===== config.mk =====
export PLATFORM = sky130hd
export DESIGN_NAME = ultrasound_sweep_collector_flat
export DESIGN_NICKNAME = d
export VERILOG_FILES = /design/src/rtl/ultrasound_sweep_collector_pkg.sv /design/src/rtl/ultrasound_sweep_collector_if.sv /design/src/rtl/ultrasound_sweep_collector_cycle_timer.sv /design/src/rtl/ultrasound_sweep_collector.sv /design/src/flat_wrapper.sv
export SDC_FILE = /design/constraint.sdc
export NUM_CORES = 1
export LEC_CHECK = 0
export CAP_MARGIN = 20
export CORE_MARGIN = 1
export CORE_UTILIZATION = 50
export CTS_BUF_LIST = sky130_fd_sc_hd__clkbuf_4
export DETAILED_ROUTE_END_ITERATION = 8
export PLACE_DENSITY = 0.73
export SYNTH_ARGS = -nofsm -noshare
export SYNTH_HDL_FRONTEND = slang
export SYNTH_SLANG_ARGS = --single-unit

===== constraint.sdc =====
create_clock -name clock -period 3.17 [get_ports clock]
set_input_delay 0.634 -clock clock [delete_from_list [all_inputs] [get_ports clock]]
set_output_delay 0.634 -clock clock [all_outputs]
set_load 0.005 [all_outputs]

===== src/rtl/ultrasound_sweep_collector_pkg.sv =====
// Shared constants and types for the ultrasound sweep collector and its neighbours
// (min-finder consumes NUM_POS distances, servo PWM block uses the angle table).
package ultrasound_sweep_collector_pkg;

    localparam int NUM_POS = 5;
    localparam int DIST_W  = 8;

    typedef logic [DIST_W-1:0]               dist_t;
    typedef logic [NUM_POS-1:0][DIST_W-1:0]  dist_vec_t;

    localparam dist_t TIMEOUT_VALUE = 8'hFF;

    typedef enum logic [2:0] {
        ST_IDLE  = 3'd0,
        ST_MOVE  = 3'd1,
        ST_REQ   = 3'd2,
        ST_WAIT  = 3'd3,
        ST_STORE = 3'd4,
        ST_DONE  = 3'd5
    } state_t;

    // Servo angle in degrees for a 1-based position; 0 (park) and anything else map to 0.
    function automatic logic [7:0] servo_angle(input logic [2:0] idx);
        case (idx)
            3'd1:    return 8'd15;
            3'd2:    return 8'd30;
            3'd3:    return 8'd45;
            3'd4:    return 8'd60;
            3'd5:    return 8'd75;
            default: return 8'd0;
        endcase
    endfunction

endpackage


===== src/rtl/ultrasound_sweep_collector_if.sv =====
// Sweep collector bus: start/busy from the controller, ranging handshake, and the
// five distances plus valid strobe toward the min-finder.
interface ultrasound_sweep_collector_if;
    import ultrasound_sweep_collector_pkg::*;

    logic               start;
    logic [2:0]         servo_index;
    logic               meas_req;
    logic               meas_valid;
    dist_t              meas_dist;
    dist_t              dist1;
    dist_t              dist2;
    dist_t              dist3;
    dist_t              dist4;
    dist_t              dist5;
    logic               sweep_valid;
    logic               busy;
    logic [NUM_POS-1:0] timeout_flags;

    modport master (
        input  start, meas_valid, meas_dist,
        output servo_index, meas_req, dist1, dist2, dist3, dist4, dist5,
               sweep_valid, busy, timeout_flags
    );

    modport slave (
        output start, meas_valid, meas_dist,
        input  servo_index, meas_req, dist1, dist2, dist3, dist4, dist5,
               sweep_valid, busy, timeout_flags
    );

endinterface


===== src/rtl/ultrasound_sweep_collector_cycle_timer.sv =====
// Loadable down-counter shared by the settle and measurement-timeout waits;
// terminal is high while the count reads 1, i.e. on the last cycle of a wait.
module ultrasound_sweep_collector_cycle_timer #(
    parameter int CNT_W = 8
) (
    input  logic             clock,
    input  logic             reset_n,
    input  logic             load,
    input  logic [CNT_W-1:0] load_value,
    input  logic             dec,
    output logic             terminal
);

    logic [CNT_W-1:0] count;

    // Holding at zero keeps an idle timer from wrapping into a false terminal.
    always_ff @(posedge clock or negedge reset_n) begin
        if (!reset_n)
            count <= '0;
        else if (load)
            count <= load_value;
        else if (dec && count != '0)
            count <= count - 1'b1;
    end

    assign terminal = (count == CNT_W'(1));

endmodule


===== src/rtl/ultrasound_sweep_collector.sv =====
// Steps the ranging servo through five positions, takes one measurement per position
// and publishes all five distances together with a one-cycle sweep_valid strobe.
module ultrasound_sweep_collector
    import ultrasound_sweep_collector_pkg::*;
#(
    parameter int SETTLE_CYCLES  = 1350000,
    parameter int TIMEOUT_CYCLES = 2700000
) (
    input logic                          clock,
    input logic                          reset_n,
    ultrasound_sweep_collector_if.master bus
);

    localparam int MAX_CYC = (SETTLE_CYCLES > TIMEOUT_CYCLES) ? SETTLE_CYCLES : TIMEOUT_CYCLES;
    localparam int CNT_W   = $clog2(MAX_CYC + 1);
    localparam logic [CNT_W-1:0] SETTLE_LD  = CNT_W'(SETTLE_CYCLES);
    localparam logic [CNT_W-1:0] TIMEOUT_LD = CNT_W'(TIMEOUT_CYCLES);

    state_t             state, state_nxt;
    logic [2:0]         pos;
    logic               last_pos;
    logic [2:0]         servo_q;
    logic               sweep_valid_q;
    dist_vec_t          shadow, dist_q;
    logic [NUM_POS-1:0] tflag, tflag_q;

    logic               meas_req, busy;
    logic               tmr_load, tmr_dec, tmr_term;
    logic [CNT_W-1:0]   tmr_value;

    assign last_pos = (pos == 3'(NUM_POS));

    ultrasound_sweep_collector_cycle_timer #(.CNT_W(CNT_W)) u_timer (
        .clock      (clock),
        .reset_n    (reset_n),
        .load       (tmr_load),
        .load_value (tmr_value),
        .dec        (tmr_dec),
        .terminal   (tmr_term)
    );

    always_ff @(posedge clock or negedge reset_n) begin
        if (!reset_n)
            state <= ST_IDLE;
        else
            state <= state_nxt;
    end

    // A reply in the same cycle as the timeout still counts as a real measurement.
    always_comb begin
        state_nxt = state;
        case (state)
            ST_IDLE:  if (bus.start) state_nxt = ST_MOVE;
            ST_MOVE:  if (tmr_term) state_nxt = ST_REQ;
            ST_REQ:   state_nxt = ST_WAIT;
            ST_WAIT:  if (bus.meas_valid || tmr_term) state_nxt = ST_STORE;
            ST_STORE: state_nxt = last_pos ? ST_DONE : ST_MOVE;
            ST_DONE:  state_nxt = ST_IDLE;
            default:  state_nxt = ST_IDLE;
        endcase
    end

    always_comb begin
        meas_req  = 1'b0;
        busy      = 1'b1;
        tmr_load  = 1'b0;
        tmr_value = SETTLE_LD;
        tmr_dec   = 1'b0;
        case (state)
            ST_IDLE: begin
                busy     = 1'b0;
                tmr_load = bus.start;
            end
            ST_MOVE: tmr_dec = 1'b1;
            ST_REQ: begin
                meas_req  = 1'b1;
                tmr_load  = 1'b1;
                tmr_value = TIMEOUT_LD;
            end
            ST_WAIT:  tmr_dec = 1'b1;
            ST_STORE: tmr_load = !last_pos;
            default: ;
        endcase
    end

    // Results land in shadow registers so a partial sweep never touches dist_q.
    always_ff @(posedge clock or negedge reset_n) begin
        if (!reset_n) begin
            pos           <= '0;
            servo_q       <= '0;
            sweep_valid_q <= 1'b0;
            shadow        <= '0;
            tflag         <= '0;
            dist_q        <= '0;
            tflag_q       <= '0;
        end else begin
            sweep_valid_q <= 1'b0;
            case (state)
                ST_IDLE: begin
                    if (bus.start) begin
                        pos     <= 3'd1;
                        servo_q <= 3'd1;
                    end
                end
                ST_WAIT: begin
                    for (int i = 0; i < NUM_POS; i++) begin
                        if (pos == 3'(i + 1)) begin
                            if (bus.meas_valid) begin
                                shadow[i] <= bus.meas_dist;
                                tflag[i]  <= 1'b0;
                            end else if (tmr_term) begin
                                shadow[i] <= TIMEOUT_VALUE;
                                tflag[i]  <= 1'b1;
                            end
                        end
                    end
                end
                ST_STORE: begin
                    if (!last_pos) begin
                        pos     <= pos + 3'd1;
                        servo_q <= pos + 3'd1;
                    end
                end
                ST_DONE: begin
                    dist_q        <= shadow;
                    tflag_q       <= tflag;
                    sweep_valid_q <= 1'b1;
                    servo_q       <= '0;
                end
                default: ;
            endcase
        end
    end

    assign bus.servo_index   = servo_q;
    assign bus.meas_req      = meas_req;
    assign bus.busy          = busy;
    assign bus.sweep_valid   = sweep_valid_q;
    assign bus.timeout_flags = tflag_q;
    assign bus.dist1         = dist_q[0];
    assign bus.dist2         = dist_q[1];
    assign bus.dist3         = dist_q[2];
    assign bus.dist4         = dist_q[3];
    assign bus.dist5         = dist_q[4];

endmodule


===== src/flat_wrapper.sv =====
// flat-port wrapper written by rule: the top's interface ports become plain ports
module ultrasound_sweep_collector_flat import ultrasound_sweep_collector_pkg::*;
#(
    parameter int SETTLE_CYCLES  = 1350000,
    parameter int TIMEOUT_CYCLES = 2700000
)
  (clock, reset_n, bus_start, bus_meas_valid, bus_meas_dist, bus_servo_index, bus_meas_req, bus_dist1, bus_dist2, bus_dist3, bus_dist4, bus_dist5, bus_sweep_valid, bus_busy, bus_timeout_flags);
  ultrasound_sweep_collector_if bus_i ();
  input logic clock;
  input logic reset_n;
  input wire logic [$bits(bus_i.start)-1:0] bus_start;
  input wire logic [$bits(bus_i.meas_valid)-1:0] bus_meas_valid;
  input wire logic [$bits(bus_i.meas_dist)-1:0] bus_meas_dist;
  output wire logic [$bits(bus_i.servo_index)-1:0] bus_servo_index;
  output wire logic [$bits(bus_i.meas_req)-1:0] bus_meas_req;
  output wire logic [$bits(bus_i.dist1)-1:0] bus_dist1;
  output wire logic [$bits(bus_i.dist2)-1:0] bus_dist2;
  output wire logic [$bits(bus_i.dist3)-1:0] bus_dist3;
  output wire logic [$bits(bus_i.dist4)-1:0] bus_dist4;
  output wire logic [$bits(bus_i.dist5)-1:0] bus_dist5;
  output wire logic [$bits(bus_i.sweep_valid)-1:0] bus_sweep_valid;
  output wire logic [$bits(bus_i.busy)-1:0] bus_busy;
  output wire logic [$bits(bus_i.timeout_flags)-1:0] bus_timeout_flags;
  assign bus_i.start = bus_start;
  assign bus_i.meas_valid = bus_meas_valid;
  assign bus_i.meas_dist = bus_meas_dist;
  assign bus_servo_index = bus_i.servo_index;
  assign bus_meas_req = bus_i.meas_req;
  assign bus_dist1 = bus_i.dist1;
  assign bus_dist2 = bus_i.dist2;
  assign bus_dist3 = bus_i.dist3;
  assign bus_dist4 = bus_i.dist4;
  assign bus_dist5 = bus_i.dist5;
  assign bus_sweep_valid = bus_i.sweep_valid;
  assign bus_busy = bus_i.busy;
  assign bus_timeout_flags = bus_i.timeout_flags;
  ultrasound_sweep_collector #(.SETTLE_CYCLES(SETTLE_CYCLES), .TIMEOUT_CYCLES(TIMEOUT_CYCLES)) u_core (.clock(clock), .reset_n(reset_n), .bus(bus_i));
endmodule

==> results of run 1 <==
==> state kept, by name, summed over array words and instances (netlist names), 5 cells and up <==
name                      flops
u_core.tflag                  5
u_core.bus.dist4              8
u_core.bus.dist5              8
u_core.bus.dist2              8
u_core.bus.timeout_flags      5
u_core.shadow                40
u_core.bus.dist3              8
u_core.u_timer.count         22
u_core.bus.dist1              8
==> worst max path at each step <==
stage	to	depth (start not counted)	slack [ps]
after CTS	bus_meas_req	4	190
after floorplan	u_core.shadow[24]	8	510
after global placement	u_core.shadow[30]	5	400
final	bus_meas_req	4	200
after detailed placement	u_core.shadow[27]	5	350
after global routing	bus_meas_req	4	40
==> stage by stage <==
step,std cells,hold WS (ps),worst slack [ps],instance area [um^2],utilization
2_1_floorplan,484,338.4,509.3,5233,-
5_1_grt,699,125.3,35.79,6277,0.6306
6_report,699,139.6,204.5,6277,0.6306
4_1_cts,699,115.0,187.2,6277,0.6306
3_3_place_gp,668,445.6,403.1,6011,0.6038
3_5_place_dp,669,449.0,351.1,6038,0.6066
==> layout make-up <==
| type | instances | area, um^2 |
|---|---|---|
| flip-flops and latches | 122 | 3053 |
| clock inverters | 12 | 103.9 |
| well taps | 133 | 166.4 |
| repair buffers | 72 | 725.7 |
| clock buffers | 18 | 135.1 |
| inverters | 16 | 60.06 |
| multi-input cells | 326 | 2033 |
| fillers | 782 | 3677 |
==> power breakdown <==
group / total, mW / internal (mW) / switching (mW)
clock: 0.960 / 0.384 / 0.576
sequential: 1.69 / 1.62 / 0.0691
combinational: 0.226 / 0.100 / 0.126
total: 2.88 / 2.10 / 0.771
==> worst max-delay path, cell delays in order (launching register included) <==
cell and delay [ps]:
dfrtp_1 650, nor2_1 120, nand2_1 250, clkinv_1 300
clkdlybuf4s50_1 520
==> cell usage after synthesis (3+ instances only) <==
cell and number:
a21oi_1 5, a31oi_1 3, clkbuf_1 16, dfrtp_1 122
ha_1 7, inv_1 14, mux2_2 40, mux2i_1 7
nand2_1 139, nand2b_1 8, nand3_1 7, nand4_1 6
nor2_1 13, nor3_1 7, nor4_1 3, o2111ai_1 4
o211ai_1 6, o21ai_0 21, or3_1 4, or4_1 5
xor2_1 12
==> layer usage <==
| metal | GRT usage | share of wire | wire [um] |
|---|---|---|---|
| met5 | 0 | 0 | 0 |
| met4 | 0.07041 | 0.0088 | 97 |
| met3 | 0.05263 | 0.045 | 490 |
| met2 | 0.3344 | 0.47 | 5106 |
| met1 | 0.3081 | 0.48 | 5271 |
==> logic make-up after synthesis <==
logic type,Yosys count,synth area share
DFF,122,0.5835
adders and majority gates,7,0.01674
AOI/OAI and AO/OA,54,0.07341
xor gates and xnor gates,12,0.02009
muxes,48,0.1023
and+or+nand+nor,205,0.1750
buffers and inverters,36,0.02893
==> results_dict.tcl, run 1 <==
set metrics [dict create \
    start_kind "register" \
    critPathCaptureType "primary output" \
    hold_buffers 0 \
    grt_pass1_wl_um 18610 \
    fp-row-count 36 \
    synthTopCellsByArea "dfrtp_1, nand2_1, mux2_2" \
    syn-mean-instance-area_um2 10.81 \
    cts.sinks 122 \
    final_cell_mix "nand2_1, dfrtp_1, clkdlybuf4s50_1" \
    finalSetupViolations 0 \
    dieArea_um2 10880 \
    max_freq_mhz 337.2 \
    cts_buffers 17 \
    yosysUniqueCellTypes 47 \
    grt_pass1_vias 3715 \
    r2r_slack_ps 300 \
    critPathLaunch "u_core.state[2]" \
    portBuffers 62 \
    grt_max_degree 58 \
    synth_ff_type "dfrtp_1" \
    required_ps 2540 \
    rr_worst_depth 5 \
    yosys_warnings 0 \
    start_util 0.5256 \
    slew_headroom 0.5322 \
    async_reset_ff_frac 1.000 \
    vias 3775 \
    slew_viol_final 0 \
    diodes 0 \
    power.density_nw_per_um2 458.0 \
    htreeDepth 4 \
    cts-root-buf "clkbuf_4" \
    min_period_over_period 0.9355 \
    hold_violations 0 \
    die_h_um 104.3 \
    synth_cells 484 \
    r2r-start "u_core.u_timer.count[12]" \
    path_clk_slew_ps 110 \
    mostFrequentLayoutCell "nand2_1" \
    dp_hpwl_um 7429 \
    p_total_mw 2.875 \
    post_cts_buffers 0 \
    first_iter_violations 232 \
    synth_edf_count 0 \
    ys_seq_elements 122 \
    maxCapViolCount 0 \
    status "completed" \
    ir_drop_mv 0.2569 \
    rr_endpoint "u_core.shadow[25]" \
    cts_resized 0 \
    seq_area_frac_synth 0.5835 \
    remaining_drc_errors 0 \
    path_class "reg2out" \
    ios 63 \
    drive_above_1_share 0.1572 \
    arrival_ps 2330 \
    path_max_fanout 16 \
    fin_skew_ps 21.05 \
    clk_latency_ps 500 \
    grt_use_total 0.2188 \
    fin_tns_setup_ps 0 \
    gp_congestion 0.8901 \
    synth_nets 503 \
    core_um2 9955 \
    via_per_inst 5.401 \
    wl_per_cell_um 15.69 \
    synthesis.area_um2 5233 \
    grt_antenna_before_repair 0 \
    fin_nets 574 \
    hold_class "in2async" \
    cts_tree "built" \
    tightest_slew_ps 696.3 \
    die_w_um 104.3 \
    antenna_left 0 \
    grt-ovfl-total 0 \
    synth_top_cell_by_area "dfrtp_1" \
    clock_path_buffers 2 \
    rsz0062_at_grt "false" \
    area_growth_pct 19.97 \
    netlist.area_leader.share 0.5835 \
    post-route-min-period_ps 2965 \
    wl_um 10970 \
    drt_pass1_iterations 4 \
    p_leak_nw 3.003 \
]
No activity file was read; power rests on OpenSTA's default activity.
==> run 2: changes to the inputs <==
--- a/config.mk
+++ b/config.mk
@@ -7,10 +7,9 @@
 export LEC_CHECK = 0
 export CAP_MARGIN = 20
 export CORE_MARGIN = 1
-export CORE_UTILIZATION = 50
+export CORE_UTILIZATION = 35
 export CTS_BUF_LIST = sky130_fd_sc_hd__clkbuf_4
 export DETAILED_ROUTE_END_ITERATION = 8
-export PLACE_DENSITY = 0.73
 export SYNTH_ARGS = -nofsm -noshare
 export SYNTH_HDL_FRONTEND = slang
 export SYNTH_SLANG_ARGS = --single-unit
==> results_dict.tcl, run 2 (synthesized netlist as in run 1, its figures left out) <==
set metrics [dict create \
    hold_ws_ps 189.7 \
    cts_tree "built" \
    tightest_slew_ps 768.9 \
    ios 63 \
    dp_cells 724 \
    antenna_left 0 \
    p_leak_nw 3.033 \
    fin_skew_ps 17.50 \
    grt_pass1_vias 3873 \
    postLayoutSetupSlackWorst_ps 297.6 \
    htreeDepth 4 \
    cts-root-buf "clkbuf_4" \
    required_ps 3570 \
    fin_tns_setup_ps 0 \
    cts_buffers 17 \
    status "completed" \
    die_h_um 124.3 \
    path_clk_slew_ps 100 \
    drive_above_1_share 0.1632 \
    wl_per_cell_um 15.43 \
    drt_pass1_iterations 4 \
    slew_headroom 0.4851 \
    rr_worst_depth 5 \
    area_growth_pct 21.57 \
    hold_class "in2async" \
    r2r-start "u_core.u_timer.count[12]" \
    final_cell_mix "nand2_1, dfrtp_1, clkdlybuf4s50_1" \
    hold_buffers 0 \
    grt_pass1_wl_um 19330 \
    grt_max_degree 65 \
    max_freq_mhz 348.1 \
    gp_congestion 0.8277 \
    grt_use_total 0.1585 \
    fin_area_um2 6361 \
    regMostFlops "u_core.shadow" \
    mostFrequentLayoutCell "nand2_1" \
    fp-row-count 44 \
    stdcell_count 755 \
    path_max_fanout 9 \
    p_total_mw 2.953 \
    clock_path_buffers 2 \
    r2r_slack_ps 300 \
    final_core_util 0.4377 \
    critPathCaptureType "register" \
    placed_area_um2 6100 \
    start_kind "register" \
    first_iter_violations 294 \
    biggestRegsByFlops "u_core.shadow x40, u_core.u_timer.count x22" \
    cts_resized 0 \
    largest_reg_flops 40 \
    start_util 0.3600 \
    grt-ovfl-total 0 \
    path_class "reg2reg" \
    remaining_drc_errors 0 \
    dp_hpwl_um 8051 \
    rr_endpoint "u_core.shadow[27]" \
    rsz0062_at_grt "false" \
    post_cts_buffers 0 \
    dieArea_um2 15440 \
    arrival_ps 3270 \
    core_um2 14530 \
    via_per_inst 5.026 \
    finalSetupViolations 0 \
    place_ws_ps 332.7 \
    fillerInstances 1438 \
    hold_violations 0 \
    post-route-min-period_ps 2872 \
    min_period_over_period 0.9061 \
    vias 3795 \
    fin_nets 578 \
    clk_latency_ps 510 \
    power.density_nw_per_um2 464.2 \
    die_w_um 124.3 \
    wl_um 11650 \
    ir_drop_mv 0.1799 \
    maxCapViolCount 0 \
    portBuffers 62 \
    grt_antenna_before_repair 1 \
    slew_viol_final 0 \
    cts.sinks 122 \
]
run 2: final cells by class:
cell class | count | area (um^2) | area share
diodes | 1 | 2.502 | 0.0003934
clock buffers | 21 | 157.7 | 0.02478
clock inverters | 9 | 101.3 | 0.01593
inverters | 16 | 60.06 | 0.009441
multi-input cells | 326 | 2033 | 0.3196
flip-flops and latches | 122 | 3053 | 0.4799
well taps | 184 | 230.2 | 0.03619
repair buffers | 76 | 723.2 | 0.1137
run 2: where the power goes:
group / internal [mW] / switching, mW / leakage (nW)
logic: 0.102 / 0.126 / 1.31
registers: 1.62 / 0.0707 / 1.58
clock network: 0.488 / 0.547 / 0.140
total: 2.21 / 0.744 / 3.03
run 2: layer usage:
layer / GRT usage / share of wire / vias to the layer above
met5: 0 / 0 / -
met4: 0.06520 / 0.0087 / 0
met3: 0.03522 / 0.031 / 6
met2: 0.2538 / 0.49 / 81
met1: 0.2076 / 0.47 / 1900
li1: - / - / 1808
run 2: worst max path at each step:
stage                                   from           endpoint  slack, ps
floorplan           u_core.u_timer.count[12]  u_core.shadow[24]        510
global placement    u_core.u_timer.count[12]  u_core.shadow[31]        400
detailed placement  u_core.u_timer.count[12]  u_core.shadow[29]        330
CTS                 u_core.u_timer.count[12]  u_core.shadow[27]        320
global route        u_core.u_timer.count[12]  u_core.shadow[27]        200
finish              u_core.u_timer.count[12]  u_core.shadow[27]        300
run 2: worst max-delay path, stage by stage, from the launching register on:
cell       delay (ps)
dfrtp_1           450
or4_1             640
or4b_4            590
o2bb2ai_4         250
and3_1            450
mux2_2            390
